[src/rtl/ib_lut_pkg.sv]
// Shared definitions for the IB LUT page loader and the LUT cells it feeds.
// Holds the loader state encoding and the default page geometry.
package ib_lut_pkg;

    localparam int LUT_WR_BITWIDTH      = 3;
    localparam int LUT_WR_ADDR_BITWIDTH = 5;
    localparam int LUT_VN_LOAD_CYCLE    = 32;

    typedef enum logic [1:0] {
        ST_IDLE  = 2'd0,
        ST_LOAD  = 2'd1,
        ST_FLUSH = 2'd2
    } lut_load_state_e;

    // A page is in flight while entries are being taken or the last write drains.
    function automatic logic state_is_busy(input lut_load_state_e st);
        return (st == ST_LOAD) || (st == ST_FLUSH);
    endfunction

endpackage

[src/rtl/vn_lut_load_ctrl.sv]
// Page loader for the variable-node LUT: streams one page of entries into
// both LUT port copies, with abort, rejected-start and completion signalling.
module vn_lut_load_ctrl
    import ib_lut_pkg::*;
#(
    parameter int WR_BITWIDTH      = LUT_WR_BITWIDTH,
    parameter int WR_ADDR_BITWIDTH = LUT_WR_ADDR_BITWIDTH,
    parameter int VN_LOAD_CYCLE    = LUT_VN_LOAD_CYCLE
) (
    input  logic                        write_clk,
    input  logic                        rst,
    input  logic                        load_start,
    input  logic                        load_abort,
    input  logic [WR_BITWIDTH-1:0]      in_data,
    input  logic                        in_valid,
    output logic                        in_ready,
    output logic                        we,
    output logic [WR_ADDR_BITWIDTH-1:0] write_addr_replicate_0,
    output logic [WR_ADDR_BITWIDTH-1:0] write_addr_replicate_1,
    output logic [WR_BITWIDTH-1:0]      lut_in_replicate_0,
    output logic [WR_BITWIDTH-1:0]      lut_in_replicate_1,
    output logic                        load_busy,
    output logic                        load_done,
    output logic                        lut_valid,
    output logic                        load_err
);

    localparam logic [WR_ADDR_BITWIDTH-1:0] LAST_IDX = WR_ADDR_BITWIDTH'(VN_LOAD_CYCLE - 1);

    lut_load_state_e               state_q, state_d;
    logic [WR_ADDR_BITWIDTH-1:0]   cnt_q,   cnt_d;
    logic [WR_ADDR_BITWIDTH-1:0]   addr_q,  addr_d;
    logic [WR_BITWIDTH-1:0]        data_q,  data_d;
    logic                          we_q,    we_d;
    logic                          busy_q,  busy_d;
    logic                          done_q,  done_d;
    logic                          valid_q, valid_d;
    logic                          err_q,   err_d;

    always_comb begin
        state_d = state_q;
        cnt_d   = cnt_q;
        addr_d  = addr_q;
        data_d  = data_q;
        we_d    = 1'b0;
        done_d  = 1'b0;
        err_d   = 1'b0;
        valid_d = valid_q;

        case (state_q)
            ST_IDLE: begin
                if (load_start) begin
                    state_d = ST_LOAD;
                    cnt_d   = '0;
                    valid_d = 1'b0;
                end
            end
            ST_LOAD: begin
                if (load_start) begin
                    err_d = 1'b1;
                end
                // Abort wins over a coinciding accept: that entry is dropped.
                if (load_abort) begin
                    state_d = ST_IDLE;
                end else if (in_valid) begin
                    we_d   = 1'b1;
                    addr_d = cnt_q;
                    data_d = in_data;
                    if (cnt_q == LAST_IDX) begin
                        state_d = ST_FLUSH;
                        cnt_d   = '0;
                    end else begin
                        cnt_d = cnt_q + 1'b1;
                    end
                end
            end
            ST_FLUSH: begin
                if (load_start) begin
                    err_d = 1'b1;
                end
                state_d = ST_IDLE;
                done_d  = 1'b1;
                valid_d = 1'b1;
            end
            default: begin
                state_d = ST_IDLE;
            end
        endcase

        // Registered busy tracks the state the FSM is entering.
        busy_d = state_is_busy(state_d);
    end

    always_ff @(posedge write_clk) begin
        if (rst) begin
            state_q <= ST_IDLE;
            cnt_q   <= '0;
            addr_q  <= '0;
            data_q  <= '0;
            we_q    <= 1'b0;
            busy_q  <= 1'b0;
            done_q  <= 1'b0;
            valid_q <= 1'b0;
            err_q   <= 1'b0;
        end else begin
            state_q <= state_d;
            cnt_q   <= cnt_d;
            addr_q  <= addr_d;
            data_q  <= data_d;
            we_q    <= we_d;
            busy_q  <= busy_d;
            done_q  <= done_d;
            valid_q <= valid_d;
            err_q   <= err_d;
        end
    end

    assign in_ready               = (state_q == ST_LOAD);
    assign we                     = we_q;
    assign write_addr_replicate_0 = addr_q;
    assign write_addr_replicate_1 = addr_q;
    assign lut_in_replicate_0     = data_q;
    assign lut_in_replicate_1     = data_q;
    assign load_busy              = busy_q;
    assign load_done              = done_q;
    assign lut_valid              = valid_q;
    assign load_err               = err_q;

endmodule

[config.mk]
export PLATFORM = sky130hd
export DESIGN_NAME = vn_lut_load_ctrl
export DESIGN_NICKNAME = d
export VERILOG_FILES = /design/src/rtl/ib_lut_pkg.sv /design/src/rtl/vn_lut_load_ctrl.sv
export SDC_FILE = /design/constraint.sdc
export NUM_CORES = 1
export LEC_CHECK = 0
export ABC_AREA = 1
export CORE_MARGIN = 4
export CORE_UTILIZATION = 40
export DETAILED_ROUTE_END_ITERATION = 12
export PLACE_DENSITY = 0.73
export SETUP_SLACK_MARGIN = 0.5
export SLEW_MARGIN = 20
export SYNTH_ARGS = -nofsm -noshare
export SYNTH_HDL_FRONTEND = slang
export SYNTH_SLANG_ARGS = --single-unit
[constraint.sdc]
create_clock -name write_clk -period 3.95 [get_ports write_clk]
set_input_delay 0.79 -clock write_clk [delete_from_list [all_inputs] [get_ports write_clk]]
set_output_delay 0.79 -clock write_clk [all_outputs]
set_load 0.01 [all_outputs]
* Yosys cells after proc, flatten, opt, wreduce, memory -nomap -nowiden
Index checks and enable logic that the tools add are counted.
** Word-level totals
- Register bits :: 20
- Input port bits :: 8
- Output and inout port bits :: 22
- Logic and storage cells :: 46
** Cells by class
- $add $sub $neg :: 1
- Eq/ne operators :: 8
- Muxes and demuxes :: 15
- Bitwise gates (word level) :: 3
- Reduce and logical (&&, ||, !) cells :: 10
** Operators by type and width (count)
- two-way mux 5 bit :: 4
- one-hot mux 5 bit (2 select lines) :: 1
- two-way mux 2 bit :: 4
- inequality test 2 bit (second input constant) :: 3
- adder 5 x 1 -> 5 bit (second input constant) :: 1
- == test 5 bit (second input constant) :: 1
- == test 2 x 1 -> 1 bit (second input constant) :: 2
- == test 2 bit (second input constant) :: 2
- two-way mux 1 bit :: 4
- one-hot mux 2 bit (2 select lines) :: 1
- AND reduction 4 bit :: 1
- nonzero test 2 bit :: 2
- OR reduction 2 bit :: 2
- inverter 1 bit :: 3
- AND reduction 3 bit :: 1
- OR reduction 3 bit :: 1
- logical NOT 2 bit :: 1
- one-hot mux 1 bit (2 select lines) :: 1
- AND reduction 2 bit :: 1
- logical OR 1 bit :: 1

* Logic depth before layout (Yosys ltp)
Gate-level depths: netlist (run 1).
- Depth after elaboration :: 7
- Depth in mapped cells :: 10
- Mapped depth without buffers :: 10

* Worst setup path after synthesis (run 1)
No wires, ideal clock.
- Kind :: register -> output
- Start point :: register state_q[1]
- End point :: output port in_ready
- Data arrival time :: 653 ps
- Required time :: 3160 ps
- Path slack :: 2507 ps
- Cell stages (with the launch flop) :: 3
- Path buffers :: 0
- Cell sequence :: dfxtp_1 > inv_1 > ha_1
** Between the ends
- Word-level cells in the longest chain between the ends :: 1
** Ends and longest elaborated chain
- start: declaration :: line vn_lut_load_ctrl.sv:30 : lut_load_state_e state_q, state_d;
- start signal: assignment :: line vn_lut_load_ctrl.sv:106 : state_q <= state_d;
- == test 2 x 1 -> 1 bit :: line vn_lut_load_ctrl.sv:118 : assign in_ready = (state_q == ST_LOAD);
- end: declaration :: line vn_lut_load_ctrl.sv:16 : output logic in_ready,
No other way between the ends.

* Final worst setup path (run 1)
Same ends and word-level chain as after synthesis.

==> summary.md, run 1 <==
| Metric | Value |
|---|---|
| Boundary Pins | `30` |
| Met1 Track Usage GR | `15.7%` |
| Setup tns final | `0 ns` |
| Synthesized Nets | `140` |
| Worst setup SP type | `register` |
| Root buf cell | `clkbuf_4` |
| Die span in x | `about 57 um` |
| Critical-path maximum fanout | `5` |
| P_leak | `approximately 0.47 nW` |
| TritonCTS clock tree | `built` |
| Synth Instances | `~130` |
| Clock transition at the registers of the reported paths | `approximately 0.12 ns` |
| H-tree Lvls | `1` |
| PwrDens | `~300 nW/um2` |
| CP arrival | `roughly 1.6 ns` |
| Synth warnings | `0` |
| Total CTS buffers | `3` |
| CTS sink cnt | `20` |
| Total Power | `roughly 0.00038 W` |
| Total track usage | `between 10% and 20%` |
| Worst r2r src | `state_q[1]` |
| Relative slew slack | `between 60% and 70%` |
| Hold Crit Depth | `2` |
| Drt drc | `0` |
| Worst Hold End | `write_addr_replicate_0[1]` |
| Worst path required time | `about 3.2 ns` |
| Grt met3 use | `3.17%` |
| Largest area contributor in the netlist | `dfxtp_1` |
| Clock Tree Buf Depth | `2` |
| Min-delay worst type | `register to register` |
| Vias | `between 800 and 900` |
| DR vias/cell | `roughly 4.9` |
| Crit end category | `output pin` |
| ANT nets after route | `0` |
| Antenna Cells | `0` |
| Hpwl dp | `between 1000 and 1500 um` |
| Top cells by area, synth | `dfxtp_1 (41%), nand2_1 (10%), a21oi_1 (7.2%), ha_1 (6.4%), nand3_1 (6.2%)` |
| Post-synthesis average cell area | `7.65 um2` |
| Fin cells | `~180` |
| Max capacitance violation total | `0` |
| Post-CTS setup buffer count | `0` |
| Initial Utilization | `between 40% and 50%` |
| Reg-to-Reg End | `write_addr_replicate_0[0]` |
| DR pass1 iterations | `4` |
| Synthesized cell area | `just under 1000 um2` |
| Largest net degree at the start of global routing | `17` |
| First-pass GRT wire length | `approximately 3300 um` |
| Top cell type's share of synthesized area | `41.2%` |
| Fmax | `about 0.42 GHz` |
| Number of port buffers | `29` |
| Met2 Track Usage GR | `between 20% and 30%` |
| Vias in the first global route | `approximately 800` |
| Skew-Pair Late Insertion Delay | `roughly 0.30 ns` |
| Max-slew violation count | `0` |
| Synthesized flop and latch total | `20` |
| Hold Fails Final Rpt | `0` |
| Hold_sp | `write_addr_replicate_0[1]` |
| Area Overhead vs Synth | `28.5%` |
| Final Skew | `about 0.011 ns` |
| Dpl cells | `around 170` |
| Fin crit share | `59.8%` |
| Peak per-stage delay on the critical path | `0.58 ns` |
| Worst reg2reg path depth | `7` |
| Initial DRC count | `4` |
| Fraction of layout cells with a size suffix above 1 | `slightly above 8%` |
| Chip height | `57.3 um` |
| Status | `complete, no violations` |
| Slew @ Worst Pin | `~0.54 ns` |
| Final setup viols | `0` |
| Fin util | `a little under three fifths` |
| Critical path cell sequence | `inv_1 > ha_1 > clkdlybuf4s50_1` |
| Rows | `17` |
| Core area | `2250 um2` |
| Layout net count | `~160` |
| Hold_ws | `between 0.4 and 0.5 ns` |
| Gr ovfl total | `0` |
| Final WL | `roughly 1900 um` |
| Post-synthesis sequential area ratio | `approximately 41%` |
| Max VDD drop | `between 0.00015 and 0.0002 V` |
| Initial antenna violation count | `0` |
| Wire per inst | `10.9 um` |
| Netlist cell types | `20` |
| Flop2flop setup slack | `2.32 ns` |
| Busiest grt layer | `met2` |
| Crit Path Class | `register to output pin` |
| CP max stage cell | `clkdlybuf4s50_1` |
| Resize count post-CTS | `0` |
| Full die area | `roughly 3300 um2` |
| CTS Hold Bufs | `0` |
| Fill count | `approximately 240` |
| Final GP Congestion | `0.829` |
| RSZ-0062 raised after global routing | `false` |
| Post-route minimum period | `between 2 and 2.5 ns` |
==> state kept, by name (all words and copies together), names as in the netlist <==
name	flops
we	1
write_addr_replicate_0	5
lut_valid	1
load_done	1
load_err	1
cnt_q	5
load_busy	1
lut_in_replicate_0	3
state_q	2
==> critical path: cells and delay by family, from the launching register on <==
kind	cells	cell delay [ns]
adder cells (fa/ha/maj)	1	0.26
buffers and inverters	2	0.67
flip-flops	1	0.37
==> synthesized netlist by cell type <==
master	count
nand3_1	12
nor2_1	10
nor2_4	2
nand2_1	27
o21ai_2	1
nand4_1	4
clkbuf_1	1
a21oi_2	2
buf_6	1
buf_2	2
and2_1	1
o21ai_0	1
inv_2	2
a32o_1	1
buf_4	8
nand2_2	1
ha_1	5
dfxtp_1	20
inv_1	12
a21oi_1	14
==> power by group <==
group | total [W] | switching [W] | internal (W)
clock | 0.000117 | 0.0000610 | 0.0000561
sequential | 0.000208 | 0.00000244 | 0.000205
combinational | 0.0000544 | 0.0000316 | 0.0000228
total | 0.000379 | 0.0000950 | 0.000284
==> through the flow <==
stage          cell area [um2]  setup slack, ns
5_1_grt                   1250             1.48
4_1_cts                   1250             1.58
3_5_place_dp              1210             1.70
6_report                  1250             1.59
3_3_place_gp              1210             1.70
2_1_floorplan              971             2.51
==> layer usage <==
layer | share of wire (%) | wire [um]
met4 | 0 | 0
met2 | 45 | 875
met1 | 47 | 901
met5 | 0 | 0
met3 | 7.8 | 150
==> worst max path at each step <==
stage               start  endpoint  cells after the start
2_1_floorplan  state_q[1]  in_ready                      2
3_3_place_gp     in_valid  cnt_q[2]                      8
3_5_place_dp     in_valid  cnt_q[3]                      8
4_1_cts        state_q[1]  in_ready                      3
5_1_grt        state_q[1]  in_ready                      3
6_report       state_q[1]  in_ready                      3
==> final cells by class <==
| type | instances | area [um2] | share of cell area (%) |
|---|---|---|---|
| multi-input cells | 81 | 433 | 34.7 |
| well taps | 28 | 35.0 | 2.81 |
| clock buffers | 4 | 36.3 | 2.91 |
| inverters | 14 | 52.6 | 4.21 |
| flip-flops and latches | 20 | 400 | 32.1 |
| repair buffers | 29 | 290 | 23.3 |
==> cells in the final DEF (no fill, tap or decap) <==
cell	instances
o21ai_0	1
a21oi_2	2
ha_1	5
clkbuf_4	3
inv_2	2
o21ai_2	1
nor2_4	2
clkdlybuf4s50_1	29
clkbuf_8	1
nand4_1	4
nand2_1	27
a32o_1	1
nand2_2	1
nand3_1	12
nor2_1	10
inv_1	12
and2_1	1
a21oi_1	14
dfxtp_1	20
==> logic make-up after synthesis <==
group,count (synthesis),share of synthesized area (%)
buffers and inverters,26,14.2
AOI/OAI and AO/OA,19,11.5
DFF,20,41.2
adders and majority gates,5,6.44
and+or+nand+nor,57,26.7
Note: power is estimated with default switching activity, not from simulation.
==> run 2, diff against run 1 <==
--- a/config.mk
+++ b/config.mk
@@ -9,7 +9,7 @@
 export CORE_MARGIN = 4
 export CORE_UTILIZATION = 40
 export DETAILED_ROUTE_END_ITERATION = 12
-export PLACE_DENSITY = 0.73
+export PLACE_DENSITY = 0.76
 export SETUP_SLACK_MARGIN = 0.5
 export SLEW_MARGIN = 20
 export SYNTH_ARGS = -nofsm -noshare
==> constraint.sdc (replaced) <==
create_clock -name write_clk -period 2 [get_ports write_clk]
set_input_delay 0.4 -clock write_clk [delete_from_list [all_inputs] [get_ports write_clk]]
set_output_delay 0.4 -clock write_clk [all_outputs]
set_load 0.01 [all_outputs]
==> summary.md, run 2 (synthesis gave the netlist of run 1 again) <==
| Metric | Value |
|---|---|
| Commonest non-fill, non-tap cell in the layout | `nand2_1` |
| Min-delay worst type | `register to register` |
| Largest net degree at the start of global routing | `14 (-3)` |
| Met2 Track Usage GR | `25.0% (+4.9 points)` |
| Rows | `17 (unchanged)` |
| CTS Hold Bufs | `0 (unchanged)` |
| Busiest grt layer | `met2` |
| Fin util | `58.7% (+3.4 points)` |
| Fmax | `0.691 GHz` |
| Max VDD drop | `0.000490 V (+170%)` |
| Fraction of layout cells with a size suffix above 1 | `21.3% (+13 points)` |
| Top Family by Delay on Critical Path | `simple AND/OR/NAND/NOR gates` |
| Post-route minimum period | `between 1 and 1.5 ns` |
| TritonCTS clock tree | `built` |
| Root buf cell | `clkbuf_4` |
| Vias in the first global route | `864 (+8.4%)` |
| Final WL | `2210 um (+15%)` |
| Worst path required time | `2.23 ns (-0.93 ns)` |
| Drt drc | `0 (unchanged)` |
| H-tree Lvls | `1 (unchanged)` |
| P_leak | `0.600 nW (+29%)` |
| Met1 Track Usage GR | `15.7% (-0.022 points)` |
| Buf+Inv Stages, Crit Path | `0 (-2)` |
| Status | `complete, no violations` |
| Initial antenna violation count | `0 (unchanged)` |
| Initial Utilization | `43.1% (unchanged)` |
| Flop2flop setup slack | `0.55 ns (-1.77 ns)` |
| Worst setup SP type | `register` |
| Clock Tree Buf Depth | `2 (unchanged)` |
| CTS sink cnt | `20 (unchanged)` |
| Gr ovfl total | `0 (unchanged)` |
| Peak per-stage delay on the critical path | `0.39 ns (-0.19 ns)` |
| Critical path cell sequence | `ha_4 > nand2_2 > nor2_1 > ha_2 > a21oi_1 > nand3_1 > nand2_2 > nand2_2 > nand2_1 > nor2_1` |
| Hpwl dp | `1630 um (+11%)` |
| ANT nets after route | `0 (unchanged)` |
| Crit path top cell by count | `nand2_2` |
| Final GP Congestion | `0.900 (+8.5%)` |
| RSZ-0062 raised after global routing | `true` |
| Slew @ Worst Pin | `0.335 ns (-0.209 ns)` |
| CP max stage cell | `dfxtp_4` |
| Most frequent cells in the layout | `nand2_1 (22), dlygate4sd2_1 (21), dfxtp_1 (17)` |
| Setup tns final | `0 ns (unchanged)` |
| Clock transition at the registers of the reported paths | `0.10 ns (-0.02 ns)` |
| Grt met3 use | `4.30% (+1.1 points)` |
| Final setup viols | `0 (unchanged)` |
| Boundary Pins | `30 (unchanged)` |
| Vias | `911 (+6.1%)` |
| Total CTS buffers | `3 (unchanged)` |
| Crit Path Class | `register to register` |
| Fin crit share | `72.4%` |
| Fill count | `243 (+2.1%)` |
| Max capacitance violation total | `0 (unchanged)` |
| Total track usage | `13.7% (+1.4 points)` |
| Initial DRC count | `8 (+4)` |
| DR pass1 iterations | `4 (unchanged)` |
| Core area | `2250 um2 (unchanged)` |
| Wire per inst | `12.1 um (+10%)` |
| Skew-Pair Late Insertion Delay | `0.28 ns (-0.02 ns)` |
| Number of port buffers | `29 (unchanged)` |
| CP arrival | `1.68 ns (+0.11 ns)` |
| DR vias/cell | `4.98 (+2.0%)` |
| Layout net count | `170 (+4.9%)` |
| Max-slew violation count | `0 (unchanged)` |
| Hold Fails Final Rpt | `0 (unchanged)` |
| PwrDens | `532 nW/um2 (+75%)` |
| Final Skew | `0.00263 ns (-0.00872 ns)` |
| Chip height | `57.3 um (unchanged)` |
| Antenna Cells | `0 (unchanged)` |
| Critical-path maximum fanout | `4 (-1)` |
| Crit end category | `register` |
| First-pass GRT wire length | `3660 um (+10%)` |
| Die span in x | `57.3 um (unchanged)` |
| Full die area | `3280 um2 (unchanged)` |
| Relative slew slack | `77.4% (+14 points)` |
| Area Overhead vs Synth | `36.3%` |
==> run 2: through the flow <==
stage / std cells / hold slack, ns / cell area (um2) / power, W / worst slack [ns]
2_1_floorplan: 127 / 0.457 / 971 / 0.000489 / 0.628
3_3_place_gp: 174 / 0.463 / 1230 / 0.000528 / 0.274
3_5_place_dp: 174 / 0.469 / 1230 / 0.000532 / 0.266
4_1_cts: 178 / 0.479 / 1240 / 0.000703 / 0.393
5_1_grt: 183 / 0.512 / 1320 / 0.000747 / 0.440
6_report: 183 / 0.476 / 1320 / 0.000704 / 0.553
==> run 2: worst reg2reg max path, stage by stage (launching register included) <==
cell and delay [ns]:
dfxtp_4 0.39, ha_4 0.14, nand2_2 0.05, nor2_1 0.12, ha_2 0.20, a21oi_1 0.07, nand3_1 0.11, nand2_2 0.08
nand2_2 0.08, nand2_1 0.05, nor2_1 0.10
==> run 2: metal layers <==
metal  vias to the layer above  share of wire (%)
met2                        26                 53
met5                         -                  0
met4                         0               0.81
li1                        460                  -
met1                       421                 41
met3                         4                5.1
==> run 2: area by class of cell <==
type / count / area [um2] / share of cell area [%]
timing repair buffer: 37 / 319 / 24.1
tap: 28 / 35.0 / 2.65
sequential: 20 / 409 / 30.9
multi-input combinational: 81 / 485 / 36.7
clock buffer: 3 / 22.5 / 1.70
inverter: 14 / 52.6 / 3.97
==> run 2: final timing paths <==
check | from | to | cells past startpoint
min | write_addr_replicate_0[0] | write_addr_replicate_0[0] | 2
max reg2reg | cnt_q[0] | load_busy | 10
min reg2reg | write_addr_replicate_0[0] | write_addr_replicate_0[0] | 2
max | cnt_q[0] | load_busy | 10
==> run 2: timing repair <==
item | CTS | global route
setup buffers | 1 | 5
pin swaps | 1 | 4
resized for setup | 30 | 12
setup endpoints to repair | 33 | 12
endpoints found under the hold margin | 0 | 0
cloned | 0 | 0
==> run 2: report_power, final <==
part	leakage, nW	switching, W	internal, W	total (W)
combinational	0.423	0.0000701	0.0000507	0.000121
clock	0.0138	0.000105	0.0000699	0.000174
sequential	0.164	0.00000554	0.000403	0.000409
